File: src/rtl/wb_uart_tx.sv
// Wishbone-attached UART transmitter: byte FIFO, programmable 16x baud divisor,
// 5..8 data bits, optional parity, one or two stop bits, level interrupt.
module wb_uart_tx #(
  parameter int unsigned ADDR_W     = 5,
  parameter int unsigned FIFO_DEPTH = 16,
  parameter int unsigned DIV_W      = 16
) (
  input  logic              clk,
  input  logic              wb_rst_i,
  input  logic [ADDR_W-1:0] wb_addr_i,
  input  logic [3:0]        wb_sel_i,
  input  logic [7:0]        wb_dat_i,
  output logic [7:0]        wb_dat_o,
  input  logic              wb_we_i,
  input  logic              wb_stb_i,
  input  logic              wb_cyc_i,
  output logic              wb_ack_o,
  output logic              int_o,
  output logic              baud_o,
  output logic              stx_pad_o
);

  localparam int unsigned PW = (FIFO_DEPTH > 1) ? $clog2(FIFO_DEPTH) : 1;
  localparam int unsigned CW = PW + 1;

  localparam logic [2:0] S_IDLE   = 3'd0;
  localparam logic [2:0] S_START  = 3'd1;
  localparam logic [2:0] S_DATA   = 3'd2;
  localparam logic [2:0] S_PARITY = 3'd3;
  localparam logic [2:0] S_STOP   = 3'd4;

  logic              acc, wr, rd_status;
  logic              sel_txdata, sel_status, sel_ctrl, sel_divlo, sel_divhi;
  logic [7:0]        rdata;
  logic              unused_sel;

  logic [7:0]        mem [FIFO_DEPTH];
  logic [PW-1:0]     wptr, rptr;
  logic [CW-1:0]     count;
  logic              fifo_empty, fifo_full;
  logic              push_req, push, pop, ovf_evt;
  logic              overflow;

  logic [6:0]        ctrl;
  logic [DIV_W-1:0]  div;
  logic [DIV_W-1:0]  bctr;
  logic              reload_pend;

  logic [2:0]        state;
  logic [3:0]        tcnt;
  logic [2:0]        bcnt;
  logic [7:0]        shreg;
  logic [1:0]        l_wlen;
  logic              l_par_en, l_par_bit, l_stop2;
  logic              tick, bit_end, can_start, tx_busy, last_data, stop_done;
  logic [7:0]        head, head_mask;
  logic              head_par;

  // Bus decode; register side effects happen on the registered ack cycle.
  assign acc        = wb_ack_o & wb_cyc_i & wb_stb_i;
  assign wr         = acc & wb_we_i & wb_sel_i[0];
  assign rd_status  = acc & ~wb_we_i & sel_status;
  assign sel_txdata = (wb_addr_i == ADDR_W'(0));
  assign sel_status = (wb_addr_i == ADDR_W'(1));
  assign sel_ctrl   = (wb_addr_i == ADDR_W'(2));
  assign sel_divlo  = (wb_addr_i == ADDR_W'(3));
  assign sel_divhi  = (wb_addr_i == ADDR_W'(4));
  assign unused_sel = ^wb_sel_i[3:1];

  always_ff @(posedge clk) begin
    if (wb_rst_i) wb_ack_o <= 1'b0;
    else          wb_ack_o <= wb_cyc_i & wb_stb_i & ~wb_ack_o;
  end

  always_comb begin
    rdata = '0;
    if (sel_status)      rdata = {4'b0000, overflow, tx_busy, fifo_full, fifo_empty};
    else if (sel_ctrl)   rdata = {1'b0, ctrl};
    else if (sel_divlo)  rdata = div[7:0];
    else if (sel_divhi)  rdata[DIV_W-9:0] = div[DIV_W-1:8];
  end

  assign wb_dat_o = (wb_ack_o & ~wb_we_i) ? rdata : '0;

  // FIFO: a write while full is dropped regardless of a same-cycle pop.
  assign fifo_empty = (count == '0);
  assign fifo_full  = (count == CW'(FIFO_DEPTH));
  assign push_req   = wr & sel_txdata;
  assign push       = push_req & ~fifo_full;
  assign ovf_evt    = push_req & fifo_full;

  always_ff @(posedge clk) begin
    if (push) mem[wptr] <= wb_dat_i;
  end

  always_ff @(posedge clk) begin
    if (wb_rst_i) begin
      wptr     <= '0;
      rptr     <= '0;
      count    <= '0;
      overflow <= 1'b0;
    end else begin
      if (push) wptr <= wptr + PW'(1);
      if (pop)  rptr <= rptr + PW'(1);
      case ({push, pop})
        2'b10:   count <= count + CW'(1);
        2'b01:   count <= count - CW'(1);
        default: count <= count;
      endcase
      if (ovf_evt)        overflow <= 1'b1;
      else if (rd_status) overflow <= 1'b0;
    end
  end

  always_ff @(posedge clk) begin
    if (wb_rst_i) begin
      ctrl        <= 7'h03;
      div         <= DIV_W'(1);
      reload_pend <= 1'b0;
    end else begin
      if (wr && sel_ctrl)  ctrl <= wb_dat_i[6:0];
      if (wr && sel_divlo) div[7:0] <= wb_dat_i;
      if (wr && sel_divhi) div[DIV_W-1:8] <= wb_dat_i[DIV_W-9:0];
      reload_pend <= wr & (sel_divlo | sel_divhi);
    end
  end

  // Baud generator: one tick every D clocks; D=0 parks everything.
  always_ff @(posedge clk) begin
    if (wb_rst_i) begin
      bctr   <= DIV_W'(1);
      baud_o <= 1'b0;
    end else if (div == '0) begin
      bctr   <= '0;
      baud_o <= 1'b0;
    end else if (reload_pend) begin
      bctr   <= div;
      baud_o <= 1'b0;
    end else if (bctr <= DIV_W'(1)) begin
      bctr   <= div;
      baud_o <= 1'b1;
    end else begin
      bctr   <= bctr - DIV_W'(1);
      baud_o <= 1'b0;
    end
  end

  assign tick      = baud_o;
  assign bit_end   = tick & (tcnt == 4'hF);
  assign can_start = ctrl[5] & ~fifo_empty & (div != '0);
  assign last_data = (bcnt == ({1'b0, l_wlen} + 3'd4));
  assign stop_done = bit_end & (~l_stop2 | bcnt[0]);
  assign pop       = can_start & ((state == S_IDLE) | ((state == S_STOP) & stop_done));
  assign tx_busy   = (state != S_IDLE);
  assign int_o     = ctrl[6] & fifo_empty & ~tx_busy;

  // Parity is resolved at frame launch so later CTRL writes cannot alter it.
  assign head      = mem[rptr];
  assign head_mask = 8'hFF >> (2'd3 - ctrl[1:0]);
  assign head_par  = (^(head & head_mask)) ^ ~ctrl[3];

  always_ff @(posedge clk) begin
    if (wb_rst_i) begin
      state     <= S_IDLE;
      stx_pad_o <= 1'b1;
      tcnt      <= '0;
      bcnt      <= '0;
      shreg     <= '0;
      l_wlen    <= '0;
      l_par_en  <= 1'b0;
      l_par_bit <= 1'b0;
      l_stop2   <= 1'b0;
    end else begin
      if (tick && state != S_IDLE) tcnt <= tcnt + 4'd1;
      if (pop) begin
        state     <= S_START;
        stx_pad_o <= 1'b0;
        shreg     <= head;
        l_wlen    <= ctrl[1:0];
        l_par_en  <= ctrl[2];
        l_par_bit <= head_par;
        l_stop2   <= ctrl[4];
      end else begin
        case (state)
          S_IDLE: state <= S_IDLE;
          S_START:
            if (bit_end) begin
              state     <= S_DATA;
              stx_pad_o <= shreg[0];
              shreg     <= shreg >> 1;
              bcnt      <= '0;
            end
          S_DATA:
            if (bit_end) begin
              if (last_data) begin
                if (l_par_en) begin
                  state     <= S_PARITY;
                  stx_pad_o <= l_par_bit;
                end else begin
                  state     <= S_STOP;
                  stx_pad_o <= 1'b1;
                  bcnt      <= '0;
                end
              end else begin
                stx_pad_o <= shreg[0];
                shreg     <= shreg >> 1;
                bcnt      <= bcnt + 3'd1;
              end
            end
          S_PARITY:
            if (bit_end) begin
              state     <= S_STOP;
              stx_pad_o <= 1'b1;
              bcnt      <= '0;
            end
          S_STOP:
            if (bit_end) begin
              if (stop_done) state <= S_IDLE;
              else           bcnt  <= bcnt + 3'd1;
            end
          default: state <= S_IDLE;
        endcase
      end
    end
  end

endmodule

File: config.mk
export PLATFORM = sky130hd
export DESIGN_NAME = wb_uart_tx
export DESIGN_NICKNAME = d
export VERILOG_FILES = /design/src/rtl/wb_uart_tx.sv
export SDC_FILE = /design/constraint.sdc
export NUM_CORES = 1
export LEC_CHECK = 0
export ABC_CLOCK_PERIOD_IN_PS = 3590
export CORE_ASPECT_RATIO = 1.4
export CORE_MARGIN = 1
export CORE_UTILIZATION = 55
export CTS_BUF_LIST = sky130_fd_sc_hd__clkbuf_2
export DETAILED_ROUTE_END_ITERATION = 16
export PLACE_DENSITY = 0.81
export SYNTH_ARGS = -nofsm -noshare
export SYNTH_HDL_FRONTEND = slang
export SYNTH_SLANG_ARGS = --single-unit
export TNS_END_PERCENT = 20
File: constraint.sdc
create_clock -name clk -period 3.59 [get_ports clk]
set_clock_uncertainty 0.05 [all_clocks]
set_input_delay 0.359 -clock clk [delete_from_list [all_inputs] [get_ports clk]]
set_output_delay 0.359 -clock clk [all_outputs]
set_load 0.02 [all_outputs]
==> run metrics, run 1 <==
Worst path top cell family by delay simple AND/OR/NAND/NOR gates; #FFs+latches synth 212; GRT overflow 0; CTS tree built; Critical Path AT roughly 2.8 ns; final setup fails 0; Clock Latency Late Sink between 0.8 and 0.9 ns; starting density of the core a little under three fifths; Crit Path Class flop to output pin; Syn-to-layout area delta 11.4%; power density over cell area 457 mW/mm²; Netlist cell types 58; DR iter-0 viols roughly 430; Placer Congestion 0.898; Fin Setup TNS 0 ns; vias 6182; Worst-path clk slew 0.09 ns; CP max FO 7; final hold viol count 0; Die Wd roughly 110 µm; H-tree Lvls 2; top cells by area, synth edfxtp_1 (42%), dfxtp_1 (18%), mux4_2 (6.7%), mux2i_1 (5.1%), nor2_1 (4.1%); area leader, netlist edfxtp_1; vias per std cell 6.02; total wire length 20.1 mm; final core utilization 62.7%; leak pwr 3.54 nW; unrepaired setup endpoints after global routing no; # clock sinks 212; Final nets 832; VDD IR-drop max 0.000428 V; Post-DP HPWL 13.7 mm; Mapped Cells roughly 720; die height 154 µm; Antenna Nets Post-Route 0; total CTS buffers 48; CP Cell Sequence nor4_1, nor2b_1, a221oi_1, nor2_1, clkdlybuf4s50_1; slew margin rel. between 15 and 20%; Post-route DRC 0; # rows 55; crit path time final ~3.2 ns; worst-margin pin slew 1.23 ns; first-pass iteration count of the detailed router 7; Critical path buffers and inverters 1; Post-Syn Nets 757; ANT cells 0; GRT Overall Usage 24.0%; yosys warns 0; Startpoint Class flop; initial antenna violation count 0; I/O Buffers 30; post-synthesis instance area approximately 0.009 mm²; top cell type's share of synthesized area 42.2%; Main synth FF type edfxtp_1; Die ar. roughly 0.017 mm²; top post-synthesis cells by count edfxtp_1 (128), nor2_1 (99), dfxtp_1 (84), nand2_1 (48), mux2i_1 (46); Max-Cap Viols 0; global-route wire length before repair 32.0 mm; Root Buffer clkbuf_2; vias in the first global route between 6000 and 7000; most numerous cell in the Yosys netlist edfxtp_1; WL/cell 19.6 µm; Slowest cell on crit path clkdlybuf4s50_1; Core Footprint 0.0162 mm²; Max Slew Vio Count 0; sequential fraction of the synthesis area 60.7%; Post-synth ARST share 0%; Critical Path End Type output pin; Post-synth EDFFs 128; crit share post-route 89.7%; Synth Area per Inst 12.6 µm²; I/O Pins 34; Clock Path Buffers 3; layout cells sized above 1 17.5%; largest net degree at the start of global routing 38; status finished, final reports clean; slowest cell delay on critical path 0.61 ns; Critical Path RT 3.18 ns; Max Clk Rate a little over 300 MHz; Hold WC Path Type input pin to flop
where the power goes:
group,internal (mW),switching (mW),leakage (nW)
Sequential,2.63,0.0502,1.83
Combinational,0.199,0.282,1.39
Clock,0.593,0.881,0.322
Total,3.42,1.21,3.54
kinds of logic after synthesis:
family	synth area share, %
and+or+nand+nor	12.0
DFF	60.7
AOI/OAI and AO/OA	7.57
muxes	12.0
buffers and inverters	2.50
xor gates and xnor gates	3.82
adders and majority gates	1.51
routing by layer:
layer / routed length [µm] / GRT usage (%) / vias up
met5: 0 / 0 / -
met4: 714 / 11.4 / 0
met3: 1090 / 4.74 / 62
met2: 10700 / 43.4 / 252
met1: 7600 / 27.2 / 3012
li1: - / - / 2856
state kept, by name, indices dropped and copies added (netlist names), 2 cells and up, named ones only:
register	flops
l_wlen	2
mem	128
tcnt	4
count	5
ctrl	7
div	16
bcnt	3
rptr	4
wptr	4
bctr	16
shreg	8
state	3
through the flow:
step                worst slack, ns  cell area (µm²)  instances  total power [mW]  hold WS (ns)
floorplan                     0.446             9110        724              3.07         0.348
global placement              0.511             9710        947              3.17         0.399
detailed placement            0.336             9710        947              3.21         0.411
CTS                           0.329            10100       1027              4.68         0.178
global route                  0.216            10100       1027              4.84         0.197
finish                        0.369            10100       1027              4.64         0.244
final cells by class:
cell class                 instances  area, µm²
inverter                          12       45.0
tap                              199        249
clock buffer                      71        355
fill                            1222       6030
multi-input combinational        462       3360
sequential                       212       5530
timing repair buffer              63        546
clock inverter                     8       65.1
worst reg2reg max path, stage by stage, from the launching register on:
cell and delay (ns):
dfxtp_1 0.38, nor4_1 0.38, nor2b_1 0.40, nand4b_1 0.22, clkinv_1 0.11, ha_1 0.29
xor2_1 0.19, ha_1 0.23, a31oi_1 0.20, xor2_1 0.12, or3_1 0.32, a21oi_1 0.14
repair_timing:
| action | CTS | global route |
|---|---|---|
| gates resized for setup | 0 | 0 |
| endpoints found under the hold margin | 22 | 0 |
| hold buffers | 1 | 0 |
| buffers inserted | 0 | 0 |
final timing paths:
| kind | from | endpoint | cells after the start | slack (ns) |
|---|---|---|---|---|
| worst max register to register | count[1]$_SDFFE_PP0P_ | count[2]$_SDFFE_PP0P_ | 11 | 0.51 |
| worst min-delay path | wb_stb_i | wb_ack_o$_SDFF_PP0_ | 3 | 0.24 |
| worst min register to register | l_stop2$_SDFFE_PP0P_ | l_stop2$_SDFFE_PP0P_ | 2 | 0.42 |
| worst max-delay path | count[1]$_SDFFE_PP0P_ | wb_dat_o[0] | 5 | 0.37 |
cells in the final DEF (no fill, tap or decap), drive strengths merged, types with 3 or more instances in the layout:
cell,n
nand2,48
mux2i,46
edfxtp,128
nor3,17
nor2,99
a211oi,24
mux4,27
inv,12
nand2b,9
nand3,16
clkdlybuf4s50,29
and2,5
a211o,3
clkinv,6
a22oi,3
xnor2,26
nand4,6
nor2b,10
o21ai,10
a21oi,35
buf,33
ha,11
nor4,9
o31ai,4
and3,4
a221oi,6
a31oi,3
xor2,11
dfxtp,84
clkbuf,71
Power figures use the tool's default switching activity.
==> run 2: changes to the inputs <==
--- a/config.mk
+++ b/config.mk
@@ -7,9 +7,10 @@
 export LEC_CHECK = 0
 export ABC_CLOCK_PERIOD_IN_PS = 3590
 export CORE_ASPECT_RATIO = 1.4
-export CORE_MARGIN = 1
+export CORE_MARGIN = 1.5
 export CORE_UTILIZATION = 55
 export CTS_BUF_LIST = sky130_fd_sc_hd__clkbuf_2
+export CTS_CLUSTER_DIAMETER = 200
 export DETAILED_ROUTE_END_ITERATION = 16
 export PLACE_DENSITY = 0.81
 export SYNTH_ARGS = -nofsm -noshare
==> run 2 against run 1 <==
  * Non-clock buffer count is 8 lower
  * Clock power is 4% higher
  * Design area is 0.14% lower
  * Largest power group unchanged
  * Highest routed layer unchanged
==> run metrics, run 2 (same netlist as run 1, synthesis figures left out) <==
status finished, final reports clean (unchanged); final setup fails 0 (unchanged); die height 155 µm (was 154 µm); Root Buffer clkbuf_2 (unchanged); power density over cell area 463 mW/mm² (was 457 mW/mm²); Critical Path AT 2.76 ns (was 2.81 ns); Die ar. 0.0174 mm² (was 0.0171 mm²); Hold Path Sink wb_ack_o$_SDFF_PP0_ (unchanged); Placer Congestion 0.923 (was 0.898); total wire length 20.4 mm (was 20.1 mm); Critical Path RT 3.18 ns (about the same); Post-DP HPWL 13.8 mm (was 13.7 mm); vias in the first global route 6379 (was 6279); WL/cell 19.8 µm (was 19.6 µm); layout cells sized above 1 17.0% (was 17.5%); Clock Path Buffers 3 (unchanged); leak pwr 3.52 nW (was 3.54 nW); Max Slew Vio Count 0 (unchanged); H-tree Lvls 2 (unchanged); total power 4.69 mW (was 4.64 mW); starting density of the core 56.3% (unchanged); Fin Setup TNS 0 ns (unchanged); largest registers mem: 128 flops, bctr: 16 flops, div: 16 flops (unchanged); Multi-input gate area 0.00336 mm² (unchanged); Max-Cap Viols 0 (unchanged); vias 6220 (was 6182); worst-margin pin slew 1.23 ns (about the same); Max Clk Rate 315 MHz (was 310 MHz); Finished Layout Cells 1028 (was 1027); I/O Buffers 30 (unchanged); commonest non-fill, non-tap cell in the layout edfxtp_1 (unchanged); slew margin rel. 17.7% (was 18.0%); placed cells 939 (was 947); Reg-to-Reg End count[2]$_SDFFE_PP0P_ (unchanged); GRT overflow 0 (unchanged); Critical Path End Type output pin (unchanged); Final nets 825 (was 832); final hold viol count 0 (unchanged); reg2reg setup slack 0.57 ns (was 0.51 ns); Reg area 0.00553 mm² (unchanged); global-route wire length before repair 32.3 mm (was 32.0 mm); Post-route DRC 0 (unchanged); Fillers 1244 (was 1222); GRT Overall Usage 24.0% (about the same); unrepaired setup endpoints after global routing no (unchanged); Core Footprint 0.0162 mm² (unchanged); vias per std cell 6.05 (was 6.02); Die Wd 112 µm (was 111 µm); Syn-to-layout area delta 11.2% (was 11.4%); Worst-path clk slew 0.11 ns (was 0.09 ns); total CTS buffers 49 (was 48); largest net degree at the start of global routing 41 (was 38); Clock Latency Late Sink 0.80 ns (was 0.81 ns); DR iter-0 viols 382 (was 431); max reg flops 128 (unchanged); crit path time final 3.17 ns (was 3.22 ns); crit share post-route 88.3% (was 89.7%); Hold Path Origin wb_cyc_i (was wb_stb_i); # rows 55 (unchanged); Register-to-Register Path Depth 11 (unchanged); # clock sinks 212 (unchanged); RR Startpoint count[0]$_SDFFE_PP0P_ (was count[1]$_SDFFE_PP0P_); first-pass iteration count of the detailed router 5 (was 7); Antenna Nets Post-Route 0 (unchanged); CP max FO 5 (was 7); Hold WC Path Type input pin to flop (unchanged); initial antenna violation count 1 (was 0); Startpoint Class flop (unchanged); VDD IR-drop max 0.000414 V (was 0.000428 V); final core utilization 62.6% (was 62.7%); Crit Path Class flop to output pin (unchanged); commonest non-fill, non-tap cells in the layout edfxtp_1 (128), nor2_1 (99), dfxtp_1 (83), clkbuf_2 (75), nand2_1 (48) (was edfxtp_1 (128), nor2_1 (99), dfxtp_1 (83), clkbuf_2 (71), nand2_1 (48)); Top reg by flops mem (unchanged); I/O Pins 34 (unchanged); worst hold stages 3 (unchanged); CTS tree built (unchanged)
## run 2: cell count changes in the layout (fill, tap and decap cells not counted), sizes merged
cell,delta
clkinv,+5
diode,+1
buf,-8
clkbuf,+4
inv,-1
## run 2: cell type report
type / instances / area share, %
Inverter: 12 / 0.445
Multi-Input combinational cell: 462 / 33.1
Timing Repair Buffer: 55 / 4.92
Tap cell: 199 / 2.46
Antenna cell: 1 / 0.0247
Clock inverter: 12 / 0.753
Sequential cell: 212 / 54.6
Clock buffer: 75 / 3.71
## run 2: what timing repair did
action / CTS / global route
hold buffers: 1 / 0
hold endpoints to repair: 23 / 0
setup buffers: 0 / 0
gates resized for setup: 0 / 0
## run 2: metal layers
metal | GRT usage, % | vias up | part of all wire (%) | wire length [µm]
met5 | 0 | - | 0 | 0
met4 | 13.5 | 0 | 4.9 | 990
met3 | 4.79 | 77 | 5.2 | 1060
met2 | 43.2 | 238 | 53 | 10800
met1 | 26.3 | 3042 | 37 | 7470
li1 | - | 2863 | - | -
## run 2: report_power, final
part	switching [mW]	internal (mW)	total, mW
registers	0.0508	2.63	2.68
logic	0.282	0.198	0.480
clock network	0.909	0.622	1.53
## run 2: how the worst max path moves through the flow
stage                          startpoint                     to  slack, ns  cells past startpoint
finish              count[0]$_SDFFE_PP0P_            wb_dat_o[0]       0.42                      5
global route        count[0]$_SDFFE_PP0P_            wb_dat_o[0]       0.25                      5
CTS                 count[0]$_SDFFE_PP0P_            wb_dat_o[0]       0.40                      5
detailed placement           wb_addr_i[2]  count[2]$_SDFFE_PP0P_       0.33                     12
global placement             wb_addr_i[2]  count[2]$_SDFFE_PP0P_       0.50                     12
floorplan            tcnt[0]$_SDFFE_PP0P_  count[3]$_SDFFE_PP0P_       0.45                     12
## run 2: worst max-delay path, stage by stage, from the launching register on
cell and delay, ns:
dfxtp_1 0.38, nor4_1 0.33, nor2b_1 0.38, a221oi_1 0.17
nor2_1 0.14, clkdlybuf4s50_1 0.61
## run 2: metrics by stage
step | instance area (µm²) | setup WS (ns) | hold WS, ns
after detailed placement | 9670 | 0.330 | 0.401
after global routing | 10100 | 0.252 | 0.170
after global placement | 9670 | 0.500 | 0.402
after floorplan | 9110 | 0.446 | 0.348
final | 10100 | 0.420 | 0.214
after CTS | 10100 | 0.401 | 0.150
==> run 3: changes to the inputs <==
--- a/config.mk
+++ b/config.mk
@@ -6,6 +6,7 @@
 export NUM_CORES = 1
 export LEC_CHECK = 0
 export ABC_CLOCK_PERIOD_IN_PS = 3590
+export CAP_MARGIN = 25
 export CORE_ASPECT_RATIO = 1.4
 export CORE_MARGIN = 1.5
 export CORE_UTILIZATION = 55
==> run 3 against run 2 <==
  * Clock-buffer cell count down 10
  * Sequential share of layout area down 0.32 points
  * Cell count is 0.19% higher
  * Combinational power up 3%
  * Clock power grew 7%
  * Global-route usage increased by 0.068 points
  * Critical path type unchanged
==> run metrics, run 3 (same netlist as run 1, synthesis figures left out) <==
post-CTS setup buffers 0 (unchanged); reg2reg setup slack 0.57 ns (about the same); Hold Path Origin wb_cyc_i (unchanged); Root Buffer clkbuf_2 (unchanged); Post-DP HPWL 13.9 mm (was 13.8 mm); crit share post-route 88.2% (was 88.3%); Core Footprint 0.0162 mm² (unchanged); vias 6178 (was 6220); VDD IR-drop max 0.000403 V (was 0.000414 V); ANT cells 0 (was 1); WL/cell 19.9 µm (was 19.8 µm); total power 4.81 mW (was 4.69 mW); # rows 55 (unchanged); die height 155 µm (unchanged); worst-margin pin slew 0.897 ns (was 1.23 ns); post-route cell area 0.0102 mm² (was 0.0101 mm²); starting density of the core 56.3% (unchanged); total CTS buffers 49 (unchanged); Reg-to-Reg End count[2]$_SDFFE_PP0P_ (unchanged); Syn-to-layout area delta 11.9% (was 11.2%); GRT overflow 0 (unchanged); worst hold stages 3 (unchanged); global route hottest layer met2 (unchanged); CTS tree built (unchanged); slew margin rel. 40.0% (was 17.7%); Antenna Nets Post-Route 0 (unchanged); Register-to-Register Path Depth 11 (unchanged); leak pwr 3.54 nW (was 3.52 nW); Clock Latency Late Sink 0.76 ns (was 0.80 ns); Die ar. 0.0174 mm² (unchanged); GRT Overall Usage 24.0% (about the same); Placer Congestion 0.923 (unchanged); hold slack 0.198 ns (was 0.214 ns); total wire length 20.5 mm (was 20.4 mm); Max Clk Rate 316 MHz (was 315 MHz); # clock sinks 212 (unchanged); largest registers mem: 128 flops, bctr: 16 flops, div: 16 flops (unchanged); Post-route DRC 0 (unchanged); first-pass iteration count of the detailed router 5 (unchanged); final setup fails 0 (unchanged); Hold WC Path Type input pin to flop (unchanged); crit path time final 3.17 ns (about the same); RR Startpoint count[1]$_SDFFE_PP0P_ (was count[0]$_SDFFE_PP0P_); Critical Path AT 2.76 ns (about the same); commonest non-fill, non-tap cell in the layout edfxtp_1 (unchanged); met2 Resource Use GR 43.5% (was 43.2%); Critical Path RT 3.18 ns (about the same); Max-Cap Viols 0 (unchanged); commonest non-fill, non-tap cells in the layout edfxtp_1 (128), nor2_1 (99), dfxtp_1 (83), clkbuf_2 (65), nand2_1 (48) (was edfxtp_1 (128), nor2_1 (99), dfxtp_1 (83), clkbuf_2 (75), nand2_1 (48)); Placed Area 0.00968 mm² (was 0.00967 mm²); post-cts hold buffer count 1 (unchanged); Die Wd 112 µm (unchanged); H-tree Lvls 2 (unchanged); vias in the first global route 6504 (was 6379); layout cells sized above 1 16.5% (was 17.0%); power density over cell area 472 mW/mm² (was 463 mW/mm²); I/O Pins 34 (unchanged); largest net degree at the start of global routing 41 (unchanged); met1 Resource Use GR 26.1% (was 26.3%); vias per std cell 6.00 (was 6.05); Startpoint Class flop (unchanged); Top reg by flops mem (unchanged); Worst-path clk slew 0.10 ns (was 0.11 ns); Clock Path Buffers 3 (unchanged); DR iter-0 viols 436 (was 382); Critical Path End Type output pin (unchanged); CP max FO 7 (was 5); Crit Path Class flop to output pin (unchanged); Final nets 826 (was 825); met3 GRT Util 4.36% (was 4.79%); Hold Path Sink wb_ack_o$_SDFF_PP0_ (unchanged); initial antenna violation count 0 (was 1); status finished, final reports clean (unchanged); unrepaired setup endpoints after global routing no (unchanged); final core utilization 63.0% (was 62.6%); I/O Buffers 30 (unchanged); Max Slew Vio Count 0 (unchanged); CTS resizes 0 (unchanged); max reg flops 128 (unchanged); Fin Setup TNS 0 ns (unchanged); global-route wire length before repair 32.7 mm (was 32.3 mm); final hold viol count 0 (unchanged)
-- run 3: worst max path at each step --
stage | end | cells after the start | startpoint | slack, ns
6_report | wb_dat_o[0] | 5 | count[1]$_SDFFE_PP0P_ | 0.42
5_1_grt | wb_dat_o[0] | 5 | count[1]$_SDFFE_PP0P_ | 0.20
4_1_cts | wb_dat_o[0] | 5 | count[1]$_SDFFE_PP0P_ | 0.40
3_5_place_dp | count[2]$_SDFFE_PP0P_ | 12 | wb_addr_i[1] | 0.36
3_3_place_gp | count[2]$_SDFFE_PP0P_ | 12 | wb_addr_i[2] | 0.50
2_1_floorplan | count[3]$_SDFFE_PP0P_ | 12 | tcnt[0]$_SDFFE_PP0P_ | 0.45
-- run 3: stage by stage --
stage | std cells | setup WS [ns]
5_1_grt | 1030 | 0.195
3_5_place_dp | 940 | 0.357
2_1_floorplan | 724 | 0.446
4_1_cts | 1030 | 0.402
3_3_place_gp | 939 | 0.500
6_report | 1030 | 0.422
-- run 3: power breakdown --
group          leakage (nW)  switching, mW  internal [mW]  total (mW)
clock network         0.357          0.921          0.717        1.64
registers              1.83         0.0498           2.63        2.68
logic                  1.36          0.287          0.209       0.496
total                  3.54           1.26           3.56        4.81
-- run 3: worst max-delay path, cell delays in order, from the launching register on --
cell             delay, ns
dfxtp_1               0.38
nor4_1                0.35
nor2b_1               0.35
a221oi_1              0.15
nor2_1                0.14
clkdlybuf4s50_1       0.61
-- run 3: area by class of cell --
cell class / instances / area (µm²)
multi-input combinational: 462 / 3360
sequential: 212 / 5530
inverter: 12 / 45.0
timing repair buffer: 56 / 513
fill: 1211 / 5980
tap: 199 / 249
clock inverter: 24 / 174
clock buffer: 65 / 325
-- run 3: routing by layer --
metal	share of wire, %	vias up	wire length, µm
li1	-	2851	-
met1	36	3004	7450
met2	53	242	10800
met3	5.3	81	1090
met4	5.3	0	1080
met5	0	-	0
